<file path="config.mk">
export PLATFORM = sky130hd
export DESIGN_NAME = mem_stage_ram
export DESIGN_NICKNAME = d
export VERILOG_FILES = /design/src/rtl/mem_stage_ram.sv
export SDC_FILE = /design/constraint.sdc
export NUM_CORES = 1
export LEC_CHECK = 0
export CAP_MARGIN = 0
export CORE_ASPECT_RATIO = 0.5
export CORE_MARGIN = 5
export CORE_UTILIZATION = 26
export CTS_BUF_LIST = sky130_fd_sc_hd__clkbuf_16
export DETAILED_ROUTE_END_ITERATION = 10
export HOLD_SLACK_MARGIN = 0.1
export PLACE_DENSITY = 0.39
export SYNTH_ARGS = -nofsm -noshare
export SYNTH_HDL_FRONTEND = slang
export SYNTH_SLANG_ARGS = --single-unit
</file>
<file path="constraint.sdc">
create_clock -name clk -period 2.5 [get_ports clk]
set_clock_uncertainty 0.1 [all_clocks]
set_input_delay 0.5 -clock clk [delete_from_list [all_inputs] [get_ports clk]]
set_output_delay 0.5 -clock clk [all_outputs]
set_load 0.05 [all_outputs]
</file>
<file path="src/rtl/mem_stage_ram.sv">
// Purpose : MEM-stage data memory fed by EX_MEM. After reset it writes
//           INIT_VALUE to every word, then serves single-cycle reads and
//           writes. Out-of-range and read+write requests are rejected and
//           counted in a saturating counter.
// Latency : read data and its valid pulse appear 1 rising edge after the request.
// Backpressure: none. mem_ready is low for the DEPTH-cycle init sweep, and
//           requests made during the sweep are dropped. In RUN every cycle
//           accepts a request.
// Ports   : clk/rst (async, active-high); mem_read_ctrl, mem_write_ctrl,
//           mem_address and mem_data_write (request); mem_data_read and
//           mem_read_valid (read response); mem_ready; mem_addr_err and
//           mem_err_count (reject pulse and saturating reject count).
module mem_stage_ram #(
    parameter int                DATA_W     = 8,
    parameter int                ADDR_W     = 6,
    parameter int                DEPTH      = 40,
    parameter logic [DATA_W-1:0] INIT_VALUE = '0,
    parameter int                ERR_W      = 8
) (
    input  logic              clk,
    input  logic              rst,
    input  logic              mem_read_ctrl,
    input  logic              mem_write_ctrl,
    input  logic [ADDR_W-1:0] mem_address,
    input  logic [DATA_W-1:0] mem_data_write,
    output logic [DATA_W-1:0] mem_data_read,
    output logic              mem_read_valid,
    output logic              mem_ready,
    output logic              mem_addr_err,
    output logic [ERR_W-1:0]  mem_err_count
);

    localparam int CNT_W = (DEPTH > 1) ? $clog2(DEPTH) : 1;
    localparam logic [CNT_W-1:0]  LAST_IDX = CNT_W'(DEPTH - 1);
    // One extra bit so DEPTH itself fits, even when DEPTH == 2**ADDR_W.
    localparam logic [ADDR_W:0]   DEPTH_A  = (ADDR_W + 1)'(DEPTH);

    typedef enum logic {
        S_INIT,
        S_RUN
    } state_t;

    state_t              state_q, state_d;
    logic [CNT_W-1:0]    cnt_q, cnt_d;
    logic [DATA_W-1:0]   data_q, data_d;
    logic                vld_q, vld_d;
    logic                err_q, err_d;
    logic [ERR_W-1:0]    err_cnt_q, err_cnt_d;

    logic [DATA_W-1:0]   ram_q [DEPTH];

    logic                ram_we;
    logic [ADDR_W-1:0]   ram_waddr;
    logic [DATA_W-1:0]   ram_wdata;
    logic                addr_ok;

    // Codes DEPTH..2**ADDR_W-1 are rejected, not aliased onto real words.
    assign addr_ok = ({1'b0, mem_address} < DEPTH_A);

    always_comb begin
        state_d   = state_q;
        cnt_d     = cnt_q;
        data_d    = data_q;
        vld_d     = 1'b0;
        err_d     = 1'b0;
        err_cnt_d = err_cnt_q;
        ram_we    = 1'b0;
        ram_waddr = '0;
        ram_wdata = '0;

        case (state_q)
            S_INIT: begin
                ram_we    = 1'b1;
                ram_waddr = ADDR_W'(cnt_q);
                ram_wdata = INIT_VALUE;
                if (cnt_q == LAST_IDX) begin
                    state_d = S_RUN;
                    cnt_d   = '0;
                end else begin
                    cnt_d = cnt_q + 1'b1;
                end
            end
            S_RUN: begin
                if (mem_read_ctrl || mem_write_ctrl) begin
                    if ((mem_read_ctrl && mem_write_ctrl) || !addr_ok) begin
                        err_d = 1'b1;
                        if (err_cnt_q != '1) begin
                            err_cnt_d = err_cnt_q + 1'b1;
                        end
                    end else if (mem_read_ctrl) begin
                        data_d = ram_q[mem_address];
                        vld_d  = 1'b1;
                    end else begin
                        ram_we    = 1'b1;
                        ram_waddr = mem_address;
                        ram_wdata = mem_data_write;
                    end
                end
            end
            default: begin
                state_d = S_INIT;
                cnt_d   = '0;
            end
        endcase
    end

    always_ff @(posedge clk or posedge rst) begin
        if (rst) begin
            state_q   <= S_INIT;
            cnt_q     <= '0;
            data_q    <= '0;
            vld_q     <= 1'b0;
            err_q     <= 1'b0;
            err_cnt_q <= '0;
        end else begin
            state_q   <= state_d;
            cnt_q     <= cnt_d;
            data_q    <= data_d;
            vld_q     <= vld_d;
            err_q     <= err_d;
            err_cnt_q <= err_cnt_d;
        end
    end

    // The storage has no reset, so a RAM can be inferred. The write is gated
    // while rst is high: reset leaves the contents alone, and the sweep clears them.
    always_ff @(posedge clk) begin
        if (ram_we && !rst) begin
            ram_q[ram_waddr] <= ram_wdata;
        end
    end

    assign mem_data_read  = data_q;
    assign mem_read_valid = vld_q;
    assign mem_ready      = (state_q == S_RUN);
    assign mem_addr_err   = err_q;
    assign mem_err_count  = err_cnt_q;

endmodule

</file>
**Word level (Yosys, flattened, before mapping)**

Memories as Yosys holds them, arrays and structs flattened. A register that Yosys moved wholly into a read port is not among the register bits.
Cells that the tools add are included.

- Output and inout bits: 19
- Memories: 1
- RAM bits: 320
- Word-level logic and storage cells: 45
- Register bits after elaboration: 17
- Input bits: 18

Memories:

| memory | words | bits a word | read ports | clocked after memory_dff | wr ports | line | source |
|---|---|---|---|---|---|---|---|
| ram_q | 40 | 8 | 1 | 1 | 1 | 50 | `logic [DATA_W-1:0] ram_q [DEPTH];` |

- Order comparisons: 1
- Bitwise operators: 2
- Equality and inequality tests: 2
- Reductions and logical operators: 8
- Muxes and demuxes: 24
- Add/subtract/negate cells: 2

Operators by type and width:

| kind | count |
|---|---|
| $mux 6 | 4 |
| $mux 8 | 3 |
| $pmux 8 s2 | 1 |
| $mux 1 | 14 |
| $pmux 6 s2 | 1 |
| $add 8x1->8 const B | 1 |
| $ne 8x8->1 const B | 1 |
| $reduce_and 4->1 | 2 |
| $add 6x1->6 const B | 1 |
| $eq 6x6->1 const B | 1 |
| $lt 6x6->1 const B | 1 |
| $logic_and 1x1->1 | 2 |
| $logic_not 1->1 | 2 |
| $logic_or 1x1->1 | 2 |
| $not 1->1 | 2 |
| $pmux 1 s2 | 1 |

**Longest topological paths before layout**

Gate-level depths: netlist (run 1).

- Word-level depth: 9
- Depth in mapped cells: 9
- Mapped depth without buffers: 6

**Least setup slack after synthesis (run 1)**

OpenSTA, ideal clock, no wires.

- Path type: flip-flop to flip-flop
- Start: register state_q, in the netlist mem_ready
- End: memory ram_q[2][0] (enable)
- Arrival: 2.052 ns
- Slack: -0.022 ns
- Required time: 2.030 ns
- Buffers on the path: 2
- Stages on the path, launching flop included: 9
- Library setup time: 0.370 ns
- Period minus slack after synthesis: 2.522 ns
- Path through: dfrtp_1 -> buf_2 -> nand3b_1 -> nor2_1 -> clkbuf_1 -> nand2_1 -> o21ai_2 -> nand2_1 -> nor2_1

- Cells in the longest elaborated chain, start to end: 5
- Elaborated cells between the ends (all ways): 6
- Classes of those cells: 4 x mux; 1 x bitwise; 1 x reduce/logical

RTL lines:

| item | line | source |
|---|---|---|
| from (decl) | 43 | `state_t state_q, state_d;` |
| from (signal assigned) | 116 | `state_q <= state_d;` |
| $not 1->1 | n/a |  |
| $pmux 1 s2 | 71 | `case (state_q)` |
| $logic_and 1x1->1 | 128 | `if (ram_we && !rst) begin` |
| $mux 1 | 128 |  |
| $mux 1 (not written as such) | 129 | `ram_q[ram_waddr] <= ram_wdata;` |
| to (decl) | 50 |  |

Parallel ways exist; a longest one is shown, timed or not.

**Worst setup path in the final report (run 1)**

- Start: register err_cnt_q[0], in the netlist mem_err_count[0]
- End: output port mem_err_count[0]

RTL lines:

| item | line | source |
|---|---|---|
| from (decl) | 48 | `logic [ERR_W-1:0] err_cnt_q, err_cnt_d;` |
| from (signal assigned) | 121 | `err_cnt_q <= err_cnt_d;` |
| to (decl) | 30 | `output logic [ERR_W-1:0] mem_err_count` |

No word-level cell between the ends.

==> impl_metrics.py, run 1 <==
metrics = {
    "clocking": {
        "cts_made_buffers": 36,
        "ctsHoldBuffers": 0,
        "cts_root_buf": "clkbuf_16",
        "cts_tree": "yes",
        "path_clk_slew_ns": 0.06,
        "clkLatencyLatePin_ns": 0.53,
        "clockBufferDepth": 3,
        "h-tree-depth": 2,
        "cts.sinks": 345,
    },
    "routing": {
        "totalWireLength_mm": 37.8,
        "drtIter0Drc": 492,
        "viasPerCell": 4.46,
        "firstDrtPassIters": 4,
        "vias": 7799,
        "ant_nets": 0,
        "drt-wirelength-per-cell_um": 21.6,
        "route.detailed.drc": 0,
    },
    "run": {
        "cap_violations": 0,
    },
    "global_routing": {
        "grt_pass1_vias": 8119,
        "grt_overflow": 0,
        "antenna_found_initial": 0,
        "track_usage_pct": 12.6,
        "grt_max_degree": 29,
        "grt_pass1_wl_mm": 55.2,
    },
    "pwr": {
        "p_per_area_nw_per_um2": 722,
        "p_sw_w": 0.00295,
        "vdd_drop_max_mv": 0.395,
        "internal-power_w": 0.00973,
        "p_leak_nw": 6.93,
        "p_seq_share_pct": 50.7,
        "total_power_w": 0.0127,
        "p_clk_share_pct": 40.4,
        "pwr-share-comb_pct": 8.9,
        "sw_frac_of_total_pct": 23.2,
    },
    "setup_path": {
        "crit_cells": 1,
        "rrSetupSlack_ns": 0.16,
        "path_cells": "clkdlybuf4s50_1",
        "crit_path_end_kind": "primary output",
        "r2r-start": "mem_ready",
        "cp.required_ns": 1.90,
        "critPathMaxStageDelay_ns": 0.86,
        "cp-startpoint": "mem_err_count[0]",
        "crit_slowest_cell": "clkdlybuf4s50_1",
        "timing.rr.end": "ram_q[19][3]",
        "endpoint": "mem_err_count[0]",
        "crit_family": "buffers and inverters",
        "worst-path-buf-inv": 1,
        "critPathLaunchType": "flop",
        "worst_ep_arrival_time_ns": 1.86,
        "path_class": "reg2out",
        "worstPathMaxFanout": 6,
        "reg2reg_depth": 7,
    },
    "cells_and_area": {
        "drive_above_1_share_pct": 22.8,
        "area_growth_pct": 25.4,
        "final_core_util_pct": 32.8,
        "nets": 1030,
        "num_antenna_cells": 0,
    },
    "timing": {
        "report.final.hold_viol_count": 0,
        "period_share_pct": 98.4,
        "fmax_mhz": 406,
        "tightest_slew_ns": 0.514,
        "grt_setup_unrepaired": "true",
        "drv_slew": 0,
        "min_period_ns": 2.46,
        "max-slew-margin-rel_pct": 65.6,
        "setup_viol": 0,
    },
    "logic_synthesis": {
        "synth-edff-count": 320,
        "netlist-cell-type-count": 54,
        "postSynthCellCount": 820,
        "ys.flop_type": "edfxtp_1",
        "yosys_warnings": 0,
        "syn_nets": 840,
        "synth_area_leaders": "edfxtp_1 (69%), mux2i_1 (9.8%), dfrtp_1 (4.5%), a22oi_1 (3.3%), nor2_1 (1.5%)",
        "ys_ff_latch": 345,
        "avgSynthCellArea_um2": 17.1,
        "synth_top_area_cell": "edfxtp_1",
        "yosysSeqAreaShare_pct": 73.1,
        "synth_area_um2": 14000,
        "synth_top_area_share_pct": 68.7,
        "synthArstFlopShare_pct": 7.25,
    },
    "floorplanning": {
        "start_util_pct": 26.2,
        "rows": 60,
        "die_y_um": 174,
        "ioPinCount": 37,
        "fp.dieW_um": 338,
        "dieArea_um2": 58900,
        "fp.coreArea_um2": 53500,
    },
    "placed_design": {
        "portBuffers": 36,
        "dpl.hpwl_mm": 26.1,
        "place_congestion": 0.785,
    },
    "worst_hold_path": {
        "hold_class": "in2async",
    },
    "status": {
        "status": "completed",
    },
}
## logic make-up (layout without fill, tap and decap cells)
kind of cell	count (synthesis)	count (layout)	synth area share, %
fa+ha+maj	3	3	0.259
xor+xnor	9	9	0.563
buf+inv	49	263	2.49
flops	345	345	73.1
simple gates	138	138	4.68
mux	156	156	12.8
compound gates	120	120	6.03
## through the flow
| step | hold WS [ns] | worst slack [ns] | area [um2] | setup TNS [ns] | std cells |
|---|---|---|---|---|---|
| CTS | 0.369 | 0.0109 | 17500 | 0 | 1747 |
| global route | 0.401 | -0.00624 | 17600 | -0.0498 | 1747 |
| global placement | 0.387 | -0.661 | 16400 | -121.00 | 1685 |
| floorplan | 0.359 | -0.0222 | 14000 | -2.27 | 820 |
| detailed placement | 0.388 | -0.609 | 16400 | -118.48 | 1685 |
| finish | 0.365 | 0.0391 | 17600 | 0 | 1747 |
## final cells by class
| class | instances | area, um2 |
|---|---|---|
| tap | 713 | 892 |
| inverter | 9 | 33.8 |
| sequential | 345 | 10200 |
| fill | 5167 | 36000 |
| timing repair buffer | 192 | 1830 |
| multi-input combinational | 426 | 3450 |
| clock buffer | 36 | 901 |
| clock inverter | 26 | 208 |
## registers in the layout (all words and copies together) (netlist names)
| name | count |
|---|---|
| cnt_q | 6 |
| mem_read_valid | 1 |
| mem_addr_err | 1 |
| mem_err_count | 8 |
| ram_q | 320 |
| mem_ready | 1 |
| mem_data_read | 8 |
## placed cells by master, fill, tap and decap left out, types with 3 or more instances in the layout
master / n
bufinv_16: 3
nand4_1: 3
nor4_2: 3
nor2_1: 57
mux4_1: 8
buf_4: 133
o21ai_0: 3
and2_2: 7
nor4_1: 4
a22oi_1: 62
a21oi_1: 31
clkbuf_16: 36
edfxtp_1: 320
or2_1: 3
nand3_1: 5
a221o_1: 7
o21a_1: 4
xnor2_1: 7
dfrtp_1: 25
buf_12: 24
clkdlybuf4s50_1: 34
clkinv_2: 4
nand2_1: 27
and2_1: 3
mux2i_1: 137
inv_1: 17
nand2b_1: 5
clkinv_1: 6
mux4_2: 8
and3_1: 4
## layer usage
metal  routed length, um  vias up  part of all wire [%]  track usage [%]
met2               17200      123                    45             20.2
li1                    -     3614                     -                -
met5                   0        -                     0                0
met3                1020       52                   2.7             1.78
met4                 837        0                   2.2             3.12
met1               18800     4010                    50             18.2
## how the worst min path moves through the flow
stage                           from               end  slack, ns  cells after the start
CTS                              rst  mem_data_read[1]       0.37                      3
global placement    mem_err_count[4]  mem_err_count[4]       0.39                      1
floorplan                   cnt_q[2]          cnt_q[2]       0.36                      1
detailed placement  mem_err_count[4]  mem_err_count[4]       0.39                      1
finish                           rst  mem_data_read[2]       0.37                      3
global route                     rst  mem_data_read[1]       0.40                      3
## power groups by stage
stage                     Clock, W  Sequential (W)  Combinational, W
final                      0.00512         0.00642           0.00113
after global routing       0.00552         0.00642           0.00120
after CTS                  0.00527         0.00642           0.00115
after detailed placement         0         0.00654           0.00114
after global placement           0         0.00654           0.00114
after floorplan                  0         0.00671          0.000414
## timing repair
action | CTS | global route
gates resized for setup | 1 | 4
gates cloned | 0 | 0
buffers inserted | 0 | 0
endpoints found under the setup margin | 1 | 18
## Yosys cell counts, types with 3 or more instances
cell and instances:
nor4_1 7, and2_1 10, mux2i_1 137, and3_1 4
nor2b_1 3, mux4_2 8, or2_1 3, o21ai_0 3
o21a_1 4, buf_2 17, mux4_1 8, edfxtp_1 320
nand3_1 5, a22oi_1 62, a221o_1 7, nor2_1 57
nand2b_1 5, a21oi_1 31, inv_1 8, buf_6 10
xnor2_1 7, nand4_1 3, nor3_1 3, buf_4 8
dfrtp_1 25, nand2_1 28
## worst register-to-register path, delay by kind of cell (launching register included)
family                 cells  cell delay, ns
AOI/OAI and AO/OA          1            0.36
buffers and inverters      1            0.18
DFF                        1            0.49
and+or+nand+nor            5            0.91
No activity file was read; power rests on OpenSTA's default activity.
==> run 2: changes to the inputs <==
ABC_AREA = 1   (was default)
CORE_ASPECT_RATIO = default   (was 0.5)
==> run 2 against run 1 <==
First-iteration DRC count grew 31%. Sequential power about the same. Design area rose by 2.0%. Global-route usage up 1.6 points. Clock power grew 9.6%. Hold slack worse by 0.058 ns. Cell count rose by 24%. Non-clock buffer count decreased by 43. Count of clock-buffer cells in the layout increased by 5. Critical path type is now in2reg.
==> impl_metrics.py, run 2 <==
metrics = {
    "status": {
        "status": "completed",
    },
    "routing": {
        "drt-wirelength-per-cell_um": 20.0,
        "vias": 9649,
        "ant_nets": 0,
        "totalWireLength_mm": 43.4,
        "viasPerCell": 4.44,
        "drtIter0Drc": 645,
        "firstDrtPassIters": 5,
        "route.detailed.drc": 0,
    },
    "clocking": {
        "cts_tree": "yes",
        "clkLatencyLatePin_ns": 0.56,
        "path_clk_slew_ns": 0.06,
        "cts_made_buffers": 41,
        "clockBufferDepth": 3,
        "cts.sinks": 345,
        "h-tree-depth": 2,
        "cts_root_buf": "clkbuf_16",
    },
    "timing": {
        "min_period_ns": 2.44,
        "tightest_slew_ns": 0.607,
        "hold_ws_ns": 0.307,
        "period_share_pct": 97.5,
        "setup_ws_ns": 0.0630,
        "max-slew-margin-rel_pct": 59.5,
        "drv_slew": 0,
        "fmax_mhz": 410,
        "setup_viol": 0,
        "report.final.hold_viol_count": 0,
        "setup_tns_ns": 0,
    },
    "setup_path": {
        "r2r-start": "mem_ready",
        "worstPathMaxFanout": 8,
        "reg2reg_depth": 7,
        "critPathLaunchType": "input port",
        "rrSetupSlack_ns": 0.26,
        "timing.rr.end": "ram_q[26][7]",
        "crit_path_end_kind": "flop",
        "cp.required_ns": 2.67,
        "path_class": "in2reg",
        "worst_ep_arrival_time_ns": 2.61,
    },
    "logic_synthesis": {
        "syn_nets": 1298,
        "synth_area_um2": 14500,
        "synthTopCellsByCount": "nand2_1 (341), edfxtp_1 (320), nand3_1 (240)",
        "netlist-cell-type-count": 37,
        "synthArstFlopShare_pct": 7.25,
        "synth_top_area_cell": "edfxtp_1",
        "avgSynthCellArea_um2": 11.3,
        "ys.flop_type": "edfxtp_1",
        "postSynthCellCount": 1278,
        "yosysSeqAreaShare_pct": 70.7,
        "synth-edff-count": 320,
        "yosysMostFrequentCell": "nand2_1",
        "yosys_warnings": 0,
        "synth_top_area_share_pct": 66.4,
        "synth_area_leaders": "edfxtp_1 (66%), nand2_1 (8.8%), nand3_1 (8.3%), dfrtp_1 (4.3%), nor2_1 (2.8%)",
        "ys_ff_latch": 345,
    },
    "global_routing": {
        "grt_pass1_wl_mm": 64.4,
        "track_usage_pct": 14.3,
        "grt_overflow": 0,
        "grt_max_degree": 129,
        "grt_pass1_vias": 9919,
        "antenna_found_initial": 1,
    },
    "cells_and_area": {
        "regMostFlops": "ram_q",
        "largest_reg_flops": 320,
        "drive_above_1_share_pct": 14.9,
        "num_antenna_cells": 0,
        "nets": 1420,
        "final_common_cell": "nand2_1",
        "area_growth_pct": 23.7,
        "final_cell_mix": "nand2_1 (341), edfxtp_1 (320), nand3_1 (240)",
        "final_core_util_pct": 32.5,
    },
    "run": {
        "cap_violations": 0,
    },
    "floorplanning": {
        "start_util_pct": 26.3,
        "fp.coreArea_um2": 55100,
        "dieArea_um2": 60500,
        "rows": 86,
        "die_y_um": 246,
        "ioPinCount": 37,
        "fp.dieW_um": 246,
    },
    "placed_design": {
        "dpl.hpwl_mm": 28.3,
        "pre_cts_ws_ns": -0.530,
        "place_congestion": 0.825,
        "portBuffers": 36,
    },
    "pwr": {
        "p_leak_nw": 7.01,
        "p_per_area_nw_per_um2": 736,
        "vdd_drop_max_mv": 0.453,
    },
    "worst_hold_path": {
        "hold_class": "in2async",
    },
}
run 2: changes by cell type in the layout (fill, tap and decap cells not counted), sizes merged, moves of 11 or more:
cell and change:
a21oi -20, buf -41, mux4 -16, inv +56
nor2 +52, o21ai +35, mux2i -138, nand3 +237
a22oi -64, and2 -11, o211ai +15, nand2 +320
run 2: repair_timing:
item	4_1_cts	5_1_grt
hold buffers	0	0
resized for setup	0	2
endpoints found under the setup margin	0	114
buffers inserted	0	0
endpoints found under the hold margin	0	0
run 2: kinds of logic (layout without fill, tap and decap cells):
group                    count (synthesis)  in the layout  synth area share, %
AO/OA/AOI/OAI                           69             69                 2.95
adder cells (fa/ha/maj)                  2              2                0.173
flip-flops                             345            345                 70.7
XOR/XNOR                                 9              9                0.545
multiplexers                             1              1               0.0778
AND/OR/NAND/NOR                        717            717                 21.4
buffers and inverters                  135            284                 4.12
run 2: worst max-delay path: stages:
cell	delay, ns
clkdlybuf4s50_1	0.48
inv_1	0.06
nor2_1	0.12
buf_4	0.14
nand2_4	0.06
inv_2	0.07
nand2_2	0.10
buf_12	0.17
o22ai_4	0.12
and2_4	0.19
nand3_4	0.17
nor2_1	0.21
buf_4	0.20
run 2: metrics by stage:
step           cell area (um2)  power [W]  cells
4_1_cts                  17900     0.0134   2175
3_5_place_dp             16600    0.00771   2105
3_3_place_gp             16600    0.00771   2105
2_1_floorplan            14500    0.00718   1278
5_1_grt                  17900     0.0137   2175
6_report                 17900     0.0132   2175
run 2: power breakdown:
group / switching, W / internal (W) / total, W
sequential: 0.0000559 / 0.00633 / 0.00639
combinational: 0.000786 / 0.000393 / 0.00118
clock: 0.00233 / 0.00328 / 0.00561
total: 0.00318 / 0.0100 / 0.0132
run 2: final cells by class:
class | count | area, um2
sequential | 345 | 10200
inverter | 65 | 262
multi-input combinational | 798 | 3710
clock inverter | 29 | 218
clock buffer | 41 | 1030
timing repair buffer | 149 | 1510
tap | 748 | 936
fill | 5671 | 37200
run 2: metal layers:
metal / global-route usage, % / vias up / part of all wire (%)
met4: 3.58 / 0 / 2.4
met1: 20.1 / 4742 / 47
li1: - / 4654 / -
met5: 0 / - / 0
met2: 22.9 / 192 / 46
met3: 2.61 / 61 / 4.4
run 2: how the worst max path moves through the flow:
| stage | from | to | slack, ns |
|---|---|---|---|
| floorplan | mem_address[4] | ram_q[0][0] | -0.11 |
| global placement | mem_write_ctrl | ram_q[2][6] | -0.49 |
| detailed placement | mem_write_ctrl | ram_q[7][5] | -0.53 |
| CTS | mem_err_count[3] | mem_err_count[3] | 0.04 |
| global route | mem_write_ctrl | ram_q[7][5] | -0.0002 |
| finish | mem_write_ctrl | ram_q[26][7] | 0.06 |
==> run 3: changes to the inputs <==
CTS_BUF_LIST = sky130_fd_sc_hd__clkbuf_4 sky130_fd_sc_hd__clkbuf_8 sky130_fd_sc_hd__clkbuf_16   (was sky130_fd_sc_hd__clkbuf_16)
==> run 3 against run 2 <==
Critical path depth is the same. Setup slack gained 0.00089 ns. Power grew 0.88%. Critical endpoint is now ram_q[26][6].
==> impl_metrics.py, run 3 (synthesized netlist as in run 2, its figures left out) <==
metrics = {
    "status": {
        "status": "completed",
    },
    "pwr": {
        "vdd_drop_max_mv": 0.453,
        "p_leak_nw": 7.01,
        "p_per_area_nw_per_um2": 742,
    },
    "routing": {
        "totalWireLength_mm": 43.4,
        "drt-wirelength-per-cell_um": 19.9,
        "ant_nets": 0,
        "route.detailed.drc": 0,
        "firstDrtPassIters": 4,
        "drtIter0Drc": 716,
        "viasPerCell": 4.44,
        "vias": 9650,
    },
    "cells_and_area": {
        "multi_input_area_um2": 3710,
        "regArea_um2": 10200,
        "fill_cells": 5672,
        "design_area_um2": 17900,
        "largest_reg_flops": 320,
        "final_cell_mix": "nand2_1 (341), edfxtp_1 (320), nand3_1 (240)",
        "drive_above_1_share_pct": 15.4,
        "instances_no_fill": 2175,
        "regMostFlops": "ram_q",
        "final_common_cell": "nand2_1",
        "num_antenna_cells": 0,
        "final_core_util_pct": 32.5,
        "area_growth_pct": 23.9,
        "nets": 1420,
    },
    "setup_path": {
        "worstPathMaxFanout": 8,
        "cp.required_ns": 2.67,
        "path_class": "in2reg",
        "critPathLaunchType": "input port",
        "crit_path_end_kind": "flop",
        "worst_ep_arrival_time_ns": 2.60,
    },
    "timing": {
        "max-slew-margin-rel_pct": 60.4,
        "tightest_slew_ns": 0.593,
        "fmax_mhz": 410,
        "setup_viol": 0,
        "drv_slew": 0,
        "report.final.hold_viol_count": 0,
        "min_period_ns": 2.44,
        "period_share_pct": 97.4,
    },
    "global_routing": {
        "track_usage_pct": 14.3,
        "grt_pass1_vias": 9913,
        "grt_pass1_wl_mm": 64.5,
        "grt_max_degree": 129,
        "grt_overflow": 0,
        "antenna_found_initial": 1,
    },
    "placed_design": {
        "portBuffers": 36,
        "placed_cells": 2105,
        "placed_cell_area_um2": 16600,
        "dpl.hpwl_mm": 28.3,
        "place_congestion": 0.825,
    },
    "clocking": {
        "cts_root_buf": "clkbuf_16",
        "cts_made_buffers": 41,
        "cts.sinks": 345,
        "path_clk_slew_ns": 0.06,
        "cts_tree": "yes",
        "clkLatencyLatePin_ns": 0.56,
        "h-tree-depth": 2,
        "ctsHoldBuffers": 0,
        "clockBufferDepth": 3,
    },
    "floorplanning": {
        "die_y_um": 246,
        "rows": 86,
        "ioPinCount": 37,
        "fp.coreArea_um2": 55100,
        "fp.dieW_um": 246,
        "dieArea_um2": 60500,
        "start_util_pct": 26.3,
    },
    "worst_hold_path": {
        "hold_class": "in2async",
    },
    "run": {
        "cap_violations": 0,
    },
}
## run 3: cell types whose count changed in the layout (fill, tap and decap cells not counted), sizes merged
cell | before | now
inv | 76 | 68
clkbuf | 41 | 49
## run 3: metal layers
layer	vias up	global-route usage, %	routed length, um	part of all wire [%]
met3	58	2.75	1720	4.0
li1	4658	-	-	-
met5	-	0	0	0
met4	0	3.58	978	2.3
met2	188	22.9	20000	46
met1	4746	20.0	20600	48
## run 3: layout make-up
cell class                 count  area share, %
clock buffer                  49           6.06
clock inverter                21           1.05
inverter                      65           1.46
multi-input combinational    798           20.7
sequential                   345           57.1
tap                          748           5.22
timing repair buffer         149           8.44
## run 3: where the power goes
| part | leakage (nW) | internal (W) | switching [W] | total, W |
|---|---|---|---|---|
| Sequential | 3.89 | 0.00633 | 0.0000559 | 0.00639 |
| Clock | 0.633 | 0.00340 | 0.00233 | 0.00573 |
| Combinational | 2.49 | 0.000393 | 0.000787 | 0.00118 |
| Total | 7.01 | 0.0101 | 0.00317 | 0.0133 |
## run 3: critical path, cell delays in order
cell and delay, ns:
clkdlybuf4s50_1 0.48, inv_1 0.06, nor2_1 0.12, buf_4 0.14, nand2_4 0.06, inv_2 0.07
nand2_2 0.10, buf_12 0.17, o22ai_4 0.12, and2_4 0.19, nand3_4 0.17, nor2_1 0.21
buf_4 0.20
## run 3: final timing paths
kind,from,to,depth (start not counted),slack (ns)
worst max-delay path,mem_write_ctrl,ram_q[26][6],13,0.06
worst min-delay path,rst,mem_data_read[4],2,0.31
worst max register to register,mem_ready,ram_q[26][6],7,0.26
worst min register to register,mem_err_count[5],mem_err_count[5],1,0.41
max in group asynchronous,rst,mem_err_count[7],3,1.50
min in group clk,mem_err_count[5],mem_err_count[5],1,0.41
## run 3: per-stage QoR
step / hold slack (ns) / total power [W] / setup TNS (ns) / setup slack [ns]
2_1_floorplan: 0.391 / 0.00718 / -35.07 / -0.110
3_3_place_gp: 0.394 / 0.00771 / -111.80 / -0.493
3_5_place_dp: 0.404 / 0.00771 / -119.31 / -0.530
4_1_cts: 0.302 / 0.0135 / 0 / 0.0375
5_1_grt: 0.329 / 0.0138 / -0.000505 / -0.000174
6_report: 0.309 / 0.0133 / 0 / 0.0639
## run 3: timing repair
item,CTS,global route
setup buffers,0,0
endpoints found under the hold margin,0,0
gates resized for setup,0,2
endpoints found under the setup margin,0,114
